$ cat src/rtl/alu_op_encoder.sv
// Decode-and-issue stage ahead of the ALU: encodes the 3-bit ALU control, picks operand B and
// buffers decoded ops in a 2-entry FIFO. Define ALU_ENC_BRANCH_EN to also encode beq/bne.
module alu_op_encoder #(
  parameter int unsigned XLEN = 32
) (
  input  logic            clk,
  input  logic            rst_n,
  input  logic            in_valid,
  output logic            in_ready,
  input  logic [31:0]     instr,
  input  logic [XLEN-1:0] rs1_val,
  input  logic [XLEN-1:0] rs2_val,
  input  logic [XLEN-1:0] imm,
  output logic            out_valid,
  input  logic            out_ready,
  output logic [XLEN-1:0] alu_a,
  output logic [XLEN-1:0] alu_b,
  output logic [2:0]      alu_ctrl,
  output logic            illegal,
  output logic            is_branch,
  output logic            br_ne
);

  localparam logic [6:0] OpcOp     = 7'b0110011;
  localparam logic [6:0] OpcOpImm  = 7'b0010011;
  localparam logic [6:0] OpcLoad   = 7'b0000011;
  localparam logic [6:0] OpcStore  = 7'b0100011;
`ifdef ALU_ENC_BRANCH_EN
  localparam logic [6:0] OpcBranch = 7'b1100011;
`endif

  localparam logic [2:0] CtrlAdd  = 3'b000;
  localparam logic [2:0] CtrlSub  = 3'b001;
  localparam logic [2:0] CtrlAnd  = 3'b010;
  localparam logic [2:0] CtrlOr   = 3'b011;
  localparam logic [2:0] CtrlSltu = 3'b101;
  localparam logic [2:0] CtrlXor  = 3'b110;

  typedef struct packed {
    logic [XLEN-1:0] a;
    logic [XLEN-1:0] b;
    logic [2:0]      ctrl;
    logic            ill;
`ifdef ALU_ENC_BRANCH_EN
    logic            br;
    logic            ne;
`endif
  } entry_t;

  logic [6:0] opcode;
  logic [2:0] funct3;
  logic       legal;
  logic       use_imm;
  logic [2:0] ctrl;
  entry_t     dec;

  assign opcode = instr[6:0];
  assign funct3 = instr[14:12];

  logic unused_instr;
  assign unused_instr = ^{instr[31], instr[29:15], instr[11:7]};

  always_comb begin
    legal   = 1'b0;
    use_imm = 1'b0;
    ctrl    = CtrlAdd;
    dec     = '0;
    case (opcode)
      OpcOp: begin
        legal = 1'b1;
        case (funct3)
          3'b000:  ctrl = instr[30] ? CtrlSub : CtrlAdd;
          3'b111:  ctrl = CtrlAnd;
          3'b110:  ctrl = CtrlOr;
          3'b011:  ctrl = CtrlSltu;
          3'b100:  ctrl = CtrlXor;
          default: legal = 1'b0;
        endcase
      end
      OpcOpImm: begin
        legal   = 1'b1;
        use_imm = 1'b1;
        case (funct3)
          3'b000:  ctrl = CtrlAdd;
          3'b111:  ctrl = CtrlAnd;
          3'b110:  ctrl = CtrlOr;
          3'b011:  ctrl = CtrlSltu;
          3'b100:  ctrl = CtrlXor;
          default: legal = 1'b0;
        endcase
      end
      OpcLoad, OpcStore: begin
        legal   = 1'b1;
        use_imm = 1'b1;
        ctrl    = CtrlAdd;
      end
`ifdef ALU_ENC_BRANCH_EN
      OpcBranch: begin
        if (funct3 == 3'b000 || funct3 == 3'b001) begin
          legal  = 1'b1;
          ctrl   = CtrlSub;
          dec.br = 1'b1;
          dec.ne = funct3[0];
        end
      end
`endif
      default: legal = 1'b0;
    endcase
    // Illegal ops still travel down the pipe, but with zeroed operands.
    if (legal) begin
      dec.a    = rs1_val;
      dec.b    = use_imm ? imm : rs2_val;
      dec.ctrl = ctrl;
    end else begin
      dec = '0;
    end
    dec.ill = ~legal;
  end

  logic [1:0] count_q, count_d;
  logic       rd_q, wr_q;
  logic       in_ready_q;
  logic       accept, issue;
  entry_t     mem_q [2];
  entry_t     head;

  assign accept    = in_valid && in_ready_q;
  assign out_valid = (count_q != 2'd0);
  assign issue     = out_valid && out_ready;
  assign in_ready  = in_ready_q;

  always_comb begin
    count_d = count_q;
    if (accept && !issue) count_d = count_q + 2'd1;
    if (issue && !accept) count_d = count_q - 2'd1;
  end

  always_ff @(posedge clk) begin
    if (!rst_n) begin
      count_q    <= 2'd0;
      rd_q       <= 1'b0;
      wr_q       <= 1'b0;
      in_ready_q <= 1'b1;
    end else begin
      count_q    <= count_d;
      in_ready_q <= (count_d != 2'd2);
      if (accept) wr_q <= ~wr_q;
      if (issue)  rd_q <= ~rd_q;
    end
  end

  // Payload needs no reset: outputs are masked whenever the buffer is empty.
  always_ff @(posedge clk) begin
    if (accept) mem_q[wr_q] <= dec;
  end

  assign head     = mem_q[rd_q];
  assign alu_a    = out_valid ? head.a : '0;
  assign alu_b    = out_valid ? head.b : '0;
  assign alu_ctrl = out_valid ? head.ctrl : 3'b000;
  assign illegal  = out_valid & head.ill;

`ifdef ALU_ENC_BRANCH_EN
  assign is_branch = out_valid & head.br;
  assign br_ne     = out_valid & head.ne;
`else
  assign is_branch = 1'b0;
  assign br_ne     = 1'b0;
`endif

endmodule

$ cat config.mk
export PLATFORM = sky130hd
export DESIGN_NAME = alu_op_encoder
export DESIGN_NICKNAME = d
export VERILOG_FILES = /design/src/rtl/alu_op_encoder.sv
export SDC_FILE = /design/constraint.sdc
export NUM_CORES = 1
export LEC_CHECK = 0
export BUFFER_PORTS_ARGS = -buffer_cell sky130_fd_sc_hd__buf_2
export CAP_MARGIN = 25
export CORE_UTILIZATION = 50
export CTS_BUF_LIST = sky130_fd_sc_hd__clkbuf_8
export DETAILED_ROUTE_END_ITERATION = 7
export MAX_ROUTING_LAYER = met4
export PLACE_DENSITY = 0.78
export SETUP_SLACK_MARGIN = 0.05
export SLEW_MARGIN = 30
export SYNTH_ARGS = -nofsm -noshare
export SYNTH_HDL_FRONTEND = slang
export SYNTH_SLANG_ARGS = --single-unit
$ cat constraint.sdc
create_clock -name clk -period 8.9 [get_ports clk]
set_input_delay 0.445 -clock clk [delete_from_list [all_inputs] [get_ports clk]]
set_output_delay 0.445 -clock clk [all_outputs]
set_load 0.01 [all_outputs]
==> impl_metrics.py <==
metrics = {
    "hold_path": {
        "worstHoldStart": "rst_n",
        "hold_class": "input pin to register",
        "whs_endpoint": "in_ready",
        "holdPathStages": 2,
    },
    "floorplanning": {
        "die_y_um": 116,
        "coreArea_um2": 12600,
        "num_rows": 41,
        "start_util_pct": 51.3,
        "die_w_um": 116,
        "ios": 204,
        "dieArea_um2": 13400,
    },
    "yosys": {
        "ys_seq_area_share_pct": 65.0,
        "synth_common_cells": "136 x edfxtp_1, 101 x mux2i_1, 73 x nor2_1",
        "ys_seq_elements": 142,
        "synth_warnings": 0,
        "netlist_area_um2": 6470,
        "synth_most_common_cell": "edfxtp_1",
        "synth_area_per_cell_um2": 14.1,
        "yosysUniqueCellTypes": 33,
        "synth.area.top_cells": "edfxtp_1 63%, mux2i_1 16%, nor2_1 4.2%, nor3b_2 3.9%, nor3_1 2.6%",
        "yosys.area.top_type": "edfxtp_1",
        "synth_top_area_share_pct": 63.1,
        "synth-edff-count": 136,
        "synthCells": 459,
        "ys.flop_type": "edfxtp_1",
        "ys_async_sr_fraction_pct": 0,
    },
    "cts": {
        "cts.sinks": 142,
        "htreeDepth": 4,
        "clock_path_buffers": 2,
        "cts_resized": 0,
        "cts_buffers": 17,
        "cts_root_buf": "clkbuf_8",
        "clk_pin_slew_ps": 80,
        "ctsHoldBuffers": 0,
        "insertion_delay_ps": 440,
        "cts_tree": "yes",
        "cts_setup_buffers": 0,
    },
    "critical_path": {
        "cp-start-kind": "register",
        "endpoint_kind": "primary output",
        "r2r_cells": 6,
        "path_class": "register to primary output",
        "arrival_ps": 2350,
        "path_buf_inv": 2,
        "r2r-end": "count_q[1]",
        "crit_required_ps": 8460,
        "cp_max_fo": 51,
        "slowest_stage": "buf_4",
        "path_cells": "buf_4 -> mux2i_1 -> nor2_1 -> buf_2",
        "critPathTopFamily": "buffers and inverters",
        "cp_slowest_stage_delay_ps": 770,
        "r2r-start": "count_q[0]",
        "regToRegSetupSlack_ps": 6340,
    },
    "global_routing": {
        "grt_pass1_vias": 4240,
        "grt_overflow": 0,
        "met3_usage_pct": 6.59,
        "globalRoute.busiestLayer": "met2",
        "grt_pass1_wl_um": 20200,
        "met2_usage_pct": 34.5,
        "antenna_found_initial": 0,
        "grt_usage_pct": 21.0,
        "grt_start_max_net_pins": 69,
        "gr-usage-met1_pct": 24.3,
    },
    "timing": {
        "maxSlewViolCount": 0,
        "min_period_ps": 2800,
        "setup_viol": 0,
        "final.setup_skew_ps": 9.15,
        "holdWs_ps": 277,
        "hold_viol_final": 0,
        "rsz0062_at_grt": "false",
        "setup-tns-final_ps": 0,
        "worst_slack_ps": 6100,
        "tightest_slew_ps": 930,
        "timing.final.crit_share_pct": 31.4,
        "max_freq_mhz": 357,
        "max_slew_margin_pct": 38.0,
    },
    "detailed_routing": {
        "viasPerCell": 5.12,
        "vias": 4159,
        "drc_errors": 0,
        "ant_nets": 0,
        "avgRoutedWirePerCell_um": 16.0,
        "first_pass_iters": 4,
        "drt_wl_total_um": 13000,
        "first_iter_violations": 282,
    },
    "run": {
        "max-cap-violations": 0,
    },
    "layout": {
        "drive_gt1_share_pct": 38.1,
        "antenna_cells": 0,
        "final_cell_area_um2": 7900,
        "fin_cells": 813,
        "syn_to_final_growth_pct": 22.1,
        "nFillCells": 966,
        "nNetsFinal": 761,
    },
    "placed_design": {
        "gp_congestion": 0.714,
        "dp_cells": 780,
        "place_area_um2": 7450,
        "hpwl_um": 8220,
        "post-place-ws_ps": 6330,
        "portBuffers": 180,
    },
    "pwr": {
        "p_switching_w": 0.000650,
        "powerDensity_nw_per_um2": 256,
        "combinationalPowerShare_pct": 29.8,
        "p_int_w": 0.00137,
        "power_frac_clock_pct": 27.4,
        "swShare_pct": 32.1,
        "ir_drop_v": 0.000117,
        "p_seq_share_pct": 42.8,
        "p_leak_nw": 3.22,
    },
    "status": {
        "outcome": "completed",
    },
}
registers in the layout (all words and copies together), names as in the netlist, named ones only:
register and flops:
mem_q 136, count_q 2, rd_q 1, wr_q 1
in_ready 1
worst max-delay path by stage:
| stage | startpoint | endpoint | slack [ps] | cells after the start |
|---|---|---|---|---|
| final | register | alu_b[4] | 6100 | 4 |
| after global placement | in_valid | mem_q[0][41] | 6410 | 4 |
| after CTS | register | alu_b[7] | 6050 | 4 |
| after detailed placement | count_q[0] | count_q[1] | 6330 | 6 |
| after global routing | count_q[0] | illegal | 5900 | 5 |
| after floorplan | in_valid | mem_q[0][0] | 4930 | 2 |
metal layers:
metal  routed length, µm  vias up
li1                    -     2028
met1                5500     1955
met2                6440      161
met3                 915       15
met4                 142        0
met5                   0        -
through the flow:
| stage | power [W] | utilization, % |
|---|---|---|
| 6_report | 0.00202 | 62.6 |
| 5_1_grt | 0.00213 | 62.6 |
| 4_1_cts | 0.00204 | 62.4 |
| 3_5_place_dp | 0.00149 | 59.0 |
| 3_3_place_gp | 0.00147 | 59.0 |
| 2_1_floorplan | 0.00127 | - |
worst register-to-register path, cell delays in order, from the launching register on:
cell and delay [ps]:
dfxtp_1 350, inv_1 90, ha_2 600, buf_4 520
nor2b_1 270, maj3_1 410, a221oi_1 240
cells in the final DEF (no fill, tap or decap), types with 2 or more instances in the layout:
cell type | Yosys | layout
a21oi_1 | 3 | 3
buf_2 | 22 | 180
buf_4 | 2 | 5
bufinv_16 | 0 | 4
clkbuf_8 | 0 | 17
clkinvlp_4 | 0 | 3
conb_1 | 1 | 2
dfxtp_1 | 6 | 5
edfxtp_1 | 136 | 136
inv_1 | 6 | 8
inv_6 | 0 | 3
mux2i_1 | 101 | 101
nand2_1 | 6 | 5
nor2_1 | 73 | 72
nor2b_1 | 3 | 3
nor3_1 | 34 | 34
nor3b_1 | 14 | 14
nor3b_2 | 20 | 20
xor2_1 | 2 | 2
power groups by stage:
stage                     registers, W  logic [W]  clock network, W
final                         0.000866   0.000602          0.000554
after global routing          0.000873   0.000669          0.000592
after CTS                     0.000868   0.000610          0.000563
after detailed placement      0.000883   0.000608                 0
after global placement        0.000877   0.000596                 0
after floorplan               0.000867   0.000401                 0
cells by family (layout without fill, tap and decap cells):
group	Yosys count	in the layout	synth area share, %
compound gates	9	9	1.26
other cells	1	2	0.0579
mux	101	101	15.6
flops	142	142	65.0
fa+ha+maj	2	2	0.348
xor+xnor	3	3	0.406
buf+inv	43	224	3.50
simple gates	158	158	13.9
layout make-up:
cell class,instances,area [µm²],area share [%]
Clock inverter,15,194,2.45
Clock buffer,17,234,2.96
Sequential cell,142,4210,53.3
Multi-Input combinational cell,275,2070,26.2
Timing Repair Buffer,186,958,12.1
Inverter,6,22.5,0.285
Tap cell,172,215,2.72
Power figures use the tool's default switching activity.
